==> config.mk <==
export PLATFORM = sky130hd
export DESIGN_NAME = hazard_ctrl_flat
export DESIGN_NICKNAME = d
export VERILOG_FILES = /design/src/rtl/hazard_ctrl_if.sv /design/src/rtl/hazard_ctrl.sv /design/src/flat_wrapper.sv
export SDC_FILE = /design/constraint.sdc
export NUM_CORES = 1
export LEC_CHECK = 0
export BUFFER_PORTS_ARGS = -buffer_cell sky130_fd_sc_hd__buf_2
export CAP_MARGIN = 20
export CELL_PAD_IN_SITES_DETAIL_PLACEMENT = 1
export CELL_PAD_IN_SITES_GLOBAL_PLACEMENT = 2
export CORE_MARGIN = 2
export CORE_UTILIZATION = 18
export CTS_CLUSTER_SIZE = 30
export DETAILED_ROUTE_END_ITERATION = 10
export HOLD_SLACK_MARGIN = 0.03
export PLACE_DENSITY_LB_ADDON = 0.3
export SETUP_SLACK_MARGIN = 0.15
export SLEW_MARGIN = 5
export SYNTH_ARGS = -nofsm -noshare
export SYNTH_HDL_FRONTEND = slang
export SYNTH_SLANG_ARGS = --single-unit
==> constraint.sdc <==
create_clock -name clk -period 4.27 [get_ports clk]
set_input_delay 0.6405 -clock clk [delete_from_list [all_inputs] [get_ports clk]]
set_output_delay 0.6405 -clock clk [all_outputs]
set_load 0.03 [all_outputs]
==> src/rtl/hazard_ctrl_if.sv <==
// Pipeline-to-hazard-controller bundle: ID/EX operand info and memory/branch status in,
// PC / IF/ID / ID/EX control strobes and performance counters out.
interface hazard_ctrl_if #(
   parameter int CNT_W = 32
);
   logic [4:0]       if_rs1;
   logic [4:0]       if_rs2;
   logic [4:0]       id_rd;
   logic             id_ex_MemRead;
   logic             mem_busy;
   logic             branch_taken;
   logic             pc_write;
   logic             if_id_write;
   logic             id_ex_bubble;
   logic             if_id_flush;
   logic             id_ex_flush;
   logic             freeze;
   logic [CNT_W-1:0] stall_cnt;
   logic [CNT_W-1:0] flush_cnt;

   modport master (
      output if_rs1, if_rs2, id_rd, id_ex_MemRead, mem_busy, branch_taken,
      input  pc_write, if_id_write, id_ex_bubble, if_id_flush, id_ex_flush, freeze,
      input  stall_cnt, flush_cnt
   );

   modport slave (
      input  if_rs1, if_rs2, id_rd, id_ex_MemRead, mem_busy, branch_taken,
      output pc_write, if_id_write, id_ex_bubble, if_id_flush, id_ex_flush, freeze,
      output stall_cnt, flush_cnt
   );
endinterface

==> src/rtl/hazard_ctrl.sv <==
// Load-use stall, memory-busy freeze and branch flush controller for the ID/EX boundary.
// Define HAZARD_PERF_CNT_EN to build the saturating stall/flush performance counters.
module hazard_ctrl #(
   parameter int LOAD_USE_BUBBLES = 1,
   parameter int CNT_W            = 32
) (
   input logic         clk,
   input logic         rst,
   hazard_ctrl_if.slave hz
);

   localparam int REM_W = 2;

   typedef enum logic [1:0] {
      RUN         = 2'd0,
      LU_STALL    = 2'd1,
      MEM_WAIT    = 2'd2,
      MEM_WAIT_BR = 2'd3
   } state_t;

   state_t           state_q, state_d;
   logic [REM_W-1:0] rem_q, rem_d;

   logic hit;
   logic run_eval;
   logic pc_write;
   logic if_id_write;
   logic id_ex_bubble;
   logic if_id_flush;
   logic id_ex_flush;
   logic freeze;

   assign hit = hz.id_ex_MemRead && (hz.id_rd != 5'd0) &&
                ((hz.id_rd == hz.if_rs1) || (hz.id_rd == hz.if_rs2));

   always_comb begin
      state_d      = state_q;
      rem_d        = rem_q;
      run_eval     = 1'b0;
      pc_write     = 1'b1;
      if_id_write  = 1'b1;
      id_ex_bubble = 1'b0;
      if_id_flush  = 1'b0;
      id_ex_flush  = 1'b0;
      freeze       = 1'b0;

      unique case (state_q)
         RUN: run_eval = 1'b1;

         LU_STALL: begin
            if (hz.mem_busy) begin
               pc_write    = 1'b0;
               if_id_write = 1'b0;
               freeze      = 1'b1;
               rem_d       = '0;
               state_d     = hz.branch_taken ? MEM_WAIT_BR : MEM_WAIT;
            end else if (hz.branch_taken) begin
               if_id_flush = 1'b1;
               id_ex_flush = 1'b1;
               rem_d       = '0;
               state_d     = RUN;
            end else begin
               pc_write     = 1'b0;
               if_id_write  = 1'b0;
               id_ex_bubble = 1'b1;
               rem_d        = rem_q - REM_W'(1);
               if (rem_q == REM_W'(1)) begin
                  state_d = RUN;
               end
            end
         end

         MEM_WAIT, MEM_WAIT_BR: begin
            if (hz.mem_busy) begin
               pc_write    = 1'b0;
               if_id_write = 1'b0;
               freeze      = 1'b1;
               if (hz.branch_taken) begin
                  state_d = MEM_WAIT_BR;
               end
            end else if (state_q == MEM_WAIT_BR) begin
               // Branch remembered across the freeze: flush exactly once on release.
               if_id_flush = 1'b1;
               id_ex_flush = 1'b1;
               state_d     = RUN;
            end else begin
               state_d  = RUN;
               run_eval = 1'b1;
            end
         end

         default: state_d = RUN;
      endcase

      if (run_eval) begin
         if (hz.mem_busy) begin
            pc_write    = 1'b0;
            if_id_write = 1'b0;
            freeze      = 1'b1;
            state_d     = hz.branch_taken ? MEM_WAIT_BR : MEM_WAIT;
         end else if (hz.branch_taken) begin
            if_id_flush = 1'b1;
            id_ex_flush = 1'b1;
            state_d     = RUN;
         end else if (hit) begin
            pc_write     = 1'b0;
            if_id_write  = 1'b0;
            id_ex_bubble = 1'b1;
            if (LOAD_USE_BUBBLES > 1) begin
               rem_d   = REM_W'(LOAD_USE_BUBBLES - 1);
               state_d = LU_STALL;
            end
         end
      end

      if (rst) begin
         pc_write     = 1'b1;
         if_id_write  = 1'b1;
         id_ex_bubble = 1'b0;
         if_id_flush  = 1'b0;
         id_ex_flush  = 1'b0;
         freeze       = 1'b0;
      end
   end

   always_ff @(posedge clk or posedge rst) begin
      if (rst) begin
         state_q <= RUN;
         rem_q   <= '0;
      end else begin
         state_q <= state_d;
         rem_q   <= rem_d;
      end
   end

   assign hz.pc_write     = pc_write;
   assign hz.if_id_write  = if_id_write;
   assign hz.id_ex_bubble = id_ex_bubble;
   assign hz.if_id_flush  = if_id_flush;
   assign hz.id_ex_flush  = id_ex_flush;
   assign hz.freeze       = freeze;

`ifdef HAZARD_PERF_CNT_EN
   logic [CNT_W-1:0] stall_cnt_q, stall_cnt_d;
   logic [CNT_W-1:0] flush_cnt_q, flush_cnt_d;

   // Both counters saturate rather than wrap.
   always_comb begin
      stall_cnt_d = stall_cnt_q;
      flush_cnt_d = flush_cnt_q;
      if (!pc_write && (stall_cnt_q != {CNT_W{1'b1}})) begin
         stall_cnt_d = stall_cnt_q + CNT_W'(1);
      end
      if (if_id_flush && (flush_cnt_q != {CNT_W{1'b1}})) begin
         flush_cnt_d = flush_cnt_q + CNT_W'(1);
      end
   end

   always_ff @(posedge clk or posedge rst) begin
      if (rst) begin
         stall_cnt_q <= '0;
         flush_cnt_q <= '0;
      end else begin
         stall_cnt_q <= stall_cnt_d;
         flush_cnt_q <= flush_cnt_d;
      end
   end

   assign hz.stall_cnt = stall_cnt_q;
   assign hz.flush_cnt = flush_cnt_q;
`else
   assign hz.stall_cnt = '0;
   assign hz.flush_cnt = '0;
`endif

endmodule

==> src/flat_wrapper.sv <==
// flat-port wrapper written by rule: the top's interface ports become plain ports
module hazard_ctrl_flat 
#(
   parameter int LOAD_USE_BUBBLES = 1,
   parameter int CNT_W            = 32
)
  (clk, rst, hz_if_rs1, hz_if_rs2, hz_id_rd, hz_id_ex_MemRead, hz_mem_busy, hz_branch_taken, hz_pc_write, hz_if_id_write, hz_id_ex_bubble, hz_if_id_flush, hz_id_ex_flush, hz_freeze, hz_stall_cnt, hz_flush_cnt);
  hazard_ctrl_if #(.CNT_W(CNT_W)) hz_i ();
  input logic clk;
  input logic rst;
  input wire logic [$bits(hz_i.if_rs1)-1:0] hz_if_rs1;
  input wire logic [$bits(hz_i.if_rs2)-1:0] hz_if_rs2;
  input wire logic [$bits(hz_i.id_rd)-1:0] hz_id_rd;
  input wire logic [$bits(hz_i.id_ex_MemRead)-1:0] hz_id_ex_MemRead;
  input wire logic [$bits(hz_i.mem_busy)-1:0] hz_mem_busy;
  input wire logic [$bits(hz_i.branch_taken)-1:0] hz_branch_taken;
  output wire logic [$bits(hz_i.pc_write)-1:0] hz_pc_write;
  output wire logic [$bits(hz_i.if_id_write)-1:0] hz_if_id_write;
  output wire logic [$bits(hz_i.id_ex_bubble)-1:0] hz_id_ex_bubble;
  output wire logic [$bits(hz_i.if_id_flush)-1:0] hz_if_id_flush;
  output wire logic [$bits(hz_i.id_ex_flush)-1:0] hz_id_ex_flush;
  output wire logic [$bits(hz_i.freeze)-1:0] hz_freeze;
  output wire logic [$bits(hz_i.stall_cnt)-1:0] hz_stall_cnt;
  output wire logic [$bits(hz_i.flush_cnt)-1:0] hz_flush_cnt;
  assign hz_i.if_rs1 = hz_if_rs1;
  assign hz_i.if_rs2 = hz_if_rs2;
  assign hz_i.id_rd = hz_id_rd;
  assign hz_i.id_ex_MemRead = hz_id_ex_MemRead;
  assign hz_i.mem_busy = hz_mem_busy;
  assign hz_i.branch_taken = hz_branch_taken;
  assign hz_pc_write = hz_i.pc_write;
  assign hz_if_id_write = hz_i.if_id_write;
  assign hz_id_ex_bubble = hz_i.id_ex_bubble;
  assign hz_if_id_flush = hz_i.if_id_flush;
  assign hz_id_ex_flush = hz_i.id_ex_flush;
  assign hz_freeze = hz_i.freeze;
  assign hz_stall_cnt = hz_i.stall_cnt;
  assign hz_flush_cnt = hz_i.flush_cnt;
  hazard_ctrl #(.LOAD_USE_BUBBLES(LOAD_USE_BUBBLES), .CNT_W(CNT_W)) u_core (.clk(clk), .rst(rst), .hz(hz_i));
endmodule
---- Yosys cells after proc, flatten, opt, wreduce, memory -nomap -nowiden ----
Index checks and enable logic that the tools add are counted.
word-level totals
  bits in registers ....................... 4
  bits of input ports ..................... 20
  output and inout port bits .............. 70
  logic and storage cells ................. 60
cells by class
  reduce and logical (&&, ||, !) cells .... 7
  eq/ne operators ......................... 6
  multiplexer cells ....................... 44
  add/sub/neg operators ................... 1
operator list
  operator                                              number
  two-way mux 1 bit                                     30
  two-way mux 2 bit                                     10
  equality test 5 bit                                   2
  case mux 1 bit (2 select lines)                       3
  nonzero test 5 bit                                    1
  equality test 2 x 1 -> 1 bit (second input constant)  2
  equality test 2 bit (second input constant)           2
  case mux 2 bit (2 select lines)                       1
  OR reduction 3 bit                                    1
  logical AND 1 bit                                     2
  logical NOT 2 bit                                     1
  OR reduction 2 bit                                    1
  subtractor 2 x 1 -> 2 bit (second input constant)     1
  logical OR 1 bit                                      1

---- Logic depth before layout (Yosys ltp) ----
  depth after elaboration ................. 8
  gate-level depth with buffers ........... 6
  gate-level depth less buffers ........... 5

---- Worst setup path after synthesis ----
No wires, ideal clock.
  path kind ............................... input -> output
  start ................................... input port hz_mem_busy
  end ..................................... output port hz_id_ex_bubble
  required time ........................... 3.629 ns
  path slack .............................. 1.611 ns
  data arrival time ....................... 2.019 ns
  path buffers ............................ 1
  stages on the path ...................... 5
  cells stage by stage .................... buf_2 > nand2_1 > o2111ai_1 > or4_1 > o21ai_0
on the way
  longest elaborated chain between the ends .. 7
  elaborated cells on any way between the ends .. 9
  classes of those cells .................. 9 x mux
ends and longest elaborated chain
  item                   line                RTL
  start: declaration     flat_wrapper.sv:15  input wire logic [$bits(hz_i.mem_busy)-1:0] hz_mem_busy;
  two-way mux 1 bit      hazard_ctrl.sv:51   if (hz.mem_busy) begin
  two-way mux 1 bit      hazard_ctrl.sv:47   unique case (state_q)
  two-way mux 1 bit      hazard_ctrl.sv:105  end else if (hit) begin
  two-way mux 1 bit      hazard_ctrl.sv:101  end else if (hz.branch_taken) begin
  two-way mux 1 bit      hazard_ctrl.sv:96   if (hz.mem_busy) begin
  two-way mux 1 bit (*)  hazard_ctrl.sv:95   if (run_eval) begin
  two-way mux 1 bit (*)  hazard_ctrl.sv:116  if (rst) begin
  end: declaration       flat_wrapper.sv:19  output wire logic [$bits(hz_i.id_ex_bubble)-1:0] hz_id_ex_bubble;
Mark *: on every way between the ends. The rest lies on a longest branch, timed or not.

---- Worst setup path after layout ----
  start ................................... input port hz_id_rd[0]
  end ..................................... output port hz_pc_write
on the way
  longest elaborated chain between the ends .. 8
  elaborated cells on any way between the ends .. 11
  classes of those cells .................. 2 x eq/ne; 5 x mux; 4 x reduce/logical
ends and longest elaborated chain
  item                                                       line                                  RTL
  start: declaration                                         flat_wrapper.sv:13                    input wire logic [$bits(hz_i.id_rd)-1:0] hz_id_rd;
  equality test 5 bit or nonzero test 5 bit (tied branches)  hazard_ctrl.sv:34, hazard_ctrl.sv:33
  logical OR 1 bit or logical AND 1 bit (tied branches)      hazard_ctrl.sv:34, hazard_ctrl.sv:33
  logical AND 1 bit (*)                                      hazard_ctrl.sv:33                     assign hit = hz.id_ex_MemRead && (hz.id_rd != 5'd0) &&
  two-way mux 1 bit (*)                                      hazard_ctrl.sv:105
  two-way mux 1 bit (*)                                      hazard_ctrl.sv:101
  two-way mux 1 bit (*)                                      hazard_ctrl.sv:96
  two-way mux 1 bit (*)                                      hazard_ctrl.sv:95
  two-way mux 1 bit (*)                                      hazard_ctrl.sv:116
  end: declaration                                           flat_wrapper.sv:17                    output wire logic [$bits(hz_i.pc_write)-1:0] hz_pc_write;
Marks and branches as above.

==> results.txt <==
# H-tree levels: 1
CTS Root Cell: clkbuf_8
Hold Violations, Final: 0
RSZ-0062 raised after global routing: false
Gr usage total: 0.05303
Vias: 599
Share of post-route cells with drive strength above 1: 0.2263
DP Wirelength: 1.487 mm
Post-Syn Area: 883.3 um^2
Sum of routed wire length over all layers: 1.684 mm
Top delay family on crit path: simple AND/OR/NAND/NOR gates
Clk pin slew, worst setup/hold paths: 0.03 ns
Cell with the most instances after synthesis: buf_4
Top cells by count, synth: buf_4, xor2_1, dfrtp_1, inv_1, nor3_1
Critical path class: in -> out
Synth cell types: 23
Crit path cell chain: buf_2, or4_1, o2111ai_1, nand2b_1, o21ba_2, buf_2
Rows: 25
Max incr delay on CP: 0.52 ns
Asr flop ratio synth: 1.000
Clock Power Share: 0.326
Number of global-route vias before repair: 460
Compound-Gate Fraction of Synth Area: 0.07224
R2R depth: 4
Avg Inst Size Synth: 7.749 um^2
Clock sink count: 4
P_sw: 125.7 uW
Max Root-Sink Buffers: 2
Final Setup Violations: 0
Pwr Density: 288.9 nW/um^2
Core area: 4723 um^2
Top cell type's share of synthesized area: 0.5609
Seq/Total Area, Yosys: 0.1133
Setup bufs post-CTS: 0
Wire length per cell: 8.255 um
Layout Skew: 0.001340 ns
Crit-path max FO: 3
Max-cap violations: 0
Status: finished clean
Worst path bufs/invs: 2
Seq pwr share: 0.183
Area contributors post-synth: buf_4, dfrtp_1, xor2_1
Syn. warnings: 0
TritonCTS buffer count: 3
Port-buffer cells: 25
CTS tree: built
Hold Crit Class: in -> async
Placed Instance Area: 824.5 um^2
GR Layer Usage met3: 0.02304
Leak: 0.4933 nW
Post-synthesis xor/xnor area fraction: 0.09915
Number of synthesized register bits: 4
IO Count: 90
Leading area contributor after synthesis: buf_4
Drt via density: 2.936
N_diodes: 0
Final number of max-transition violations: 0
Ys flop type: dfrtp_1
GR Util met2: 0.08333
Hold_buf cts: 0
Worst path slowest cell: or4_1
Starting Density: 0.1870
Largest family of logic cells by synthesized area: buffers and inverters
Final #Nets: 160
Period utilization: 0.6133
Worst-Skew Late Latency: 0.22 ns
Design Area, Final: 865.8 um^2
Hold slack: 0.3453 ns
Most Crowded Layer GR: met2
Die area: 5484 um^2
Die Ht: 74.06 um
Fmax: 381.9 MHz
Drt first pass iters: 4
GRT overflow: 0
Cells after synthesis: 114
CP arrival: 1.98 ns
Layout overhead on the synthesized area: -1.983%
GPL Wtd Cong: 0.6753
CP Capture Type: output pin
Cell depth of the worst setup path: 6
Simple-gate share of the synthesized area: 0.09632
DRT iter0 DRCs: 5
GR Util met1: 0.06240
Post-cts sizing count: 0
Critical Path Source Type: primary input
Largest net degree at the start of global routing: 11
Most frequent CP cell: buf_2
Comb pwr share: 0.490
Max IR drop VDD: 0.00008666 V
Setup TNS: 0 ns
Sw Share: 0.5026
Post-Synth Adder-Cell Area: 0.01416
Post-synth EDFFs: 0
Final Critical Period: 2.619 ns
Die Span X: 74.06 um
DRC violations left: 0
Worst Path Required: 3.63 ns
ANT nets after route: 0
Int Power: 124.4 uW
Initial antenna violation count: 0
Global-route wire length before repair: 2.228 mm
Post-synthesis mux area share: 0.01275
## cell usage in the layout, fill, tap and decap left out
master and n:
mux2_2 1, buf_2 25, nor2_1 3, nor3_1 4
nand2_1 3, a31o_2 1, o21ai_0 2, or4_1 3
o2111ai_1 1, xor2_1 10, nor4_1 1, and2b_1 1
o21ba_2 1, a21oi_1 2, inv_1 4, clkbuf_8 3
ha_1 1, a22o_1 1, dfrtp_1 4, nand2b_1 1
a22oi_1 1, conb_1 64
## power by group through the flow
stage	Combinational [mW]	Sequential (mW)	Clock, mW
floorplan	0.149	0.0454	0
global placement	0.121	0.0460	0
detailed placement	0.122	0.0462	0
CTS	0.122	0.0459	0.0850
global route	0.132	0.0465	0.0879
finish	0.123	0.0459	0.0816
## metrics by stage
| step | worst slack [ns] | utilization | total power, mW | instances |
|---|---|---|---|---|
| 5_1_grt | 1.570 | 0.1833 | 0.2669 | 204 |
| 3_3_place_gp | 1.668 | 0.1746 | 0.1666 | 201 |
| 6_report | 1.651 | 0.1833 | 0.2501 | 204 |
| 3_5_place_dp | 1.660 | 0.1746 | 0.1678 | 201 |
| 2_1_floorplan | 1.611 | - | 0.1943 | 177 |
| 4_1_cts | 1.645 | 0.1833 | 0.2528 | 204 |
## final timing paths
kind | end | slack, ns | from
max | hz_pc_write | 1.65 | hz_id_rd[0]
min | u_core.state_q[0]$_DFF_PP0_ | 0.35 | rst
max reg2reg | u_core.state_q[0]$_DFF_PP0_ | 3.16 | u_core.rem_q[0]$_DFFE_PP0P_
min reg2reg | u_core.rem_q[1]$_DFFE_PP0P_ | 0.51 | u_core.rem_q[1]$_DFFE_PP0P_
max in group asynchronous | u_core.state_q[1]$_DFF_PP0_ | 3.77 | rst
min in group clk | u_core.rem_q[1]$_DFFE_PP0P_ | 0.51 | u_core.rem_q[1]$_DFFE_PP0P_
## cells by family after synthesis
kind of cell             after synthesis
other                                  1
AND/OR/NAND/NOR                       16
buffers and inverters                 72
AO/OA/AOI/OAI                          9
multiplexers                           1
flip-flops                             4
adder cells (fa/ha/maj)                1
XOR/XNOR                              10
## flip-flops by register name, indices dropped and copies added (netlist names)
| register | cells |
|---|---|
| u_core.state_q | 2 |
| u_core.rem_q | 2 |
## layer usage
metal  part of all wire  vias to the layer above
li1                   -                      281
met1               0.37                      263
met2               0.46                       53
met3               0.16                        2
met4              0.011                        0
met5                  0                        -
## layout make-up
cell class                 count  area, um^2
multi-input combinational    101       500.5
timing repair buffer          25       125.1
sequential                     4       100.1
inverter                       4       15.01
fill                         600        3857
clock buffer                   3       41.29
tap                           67       83.83
Power figures use the tool's default switching activity.
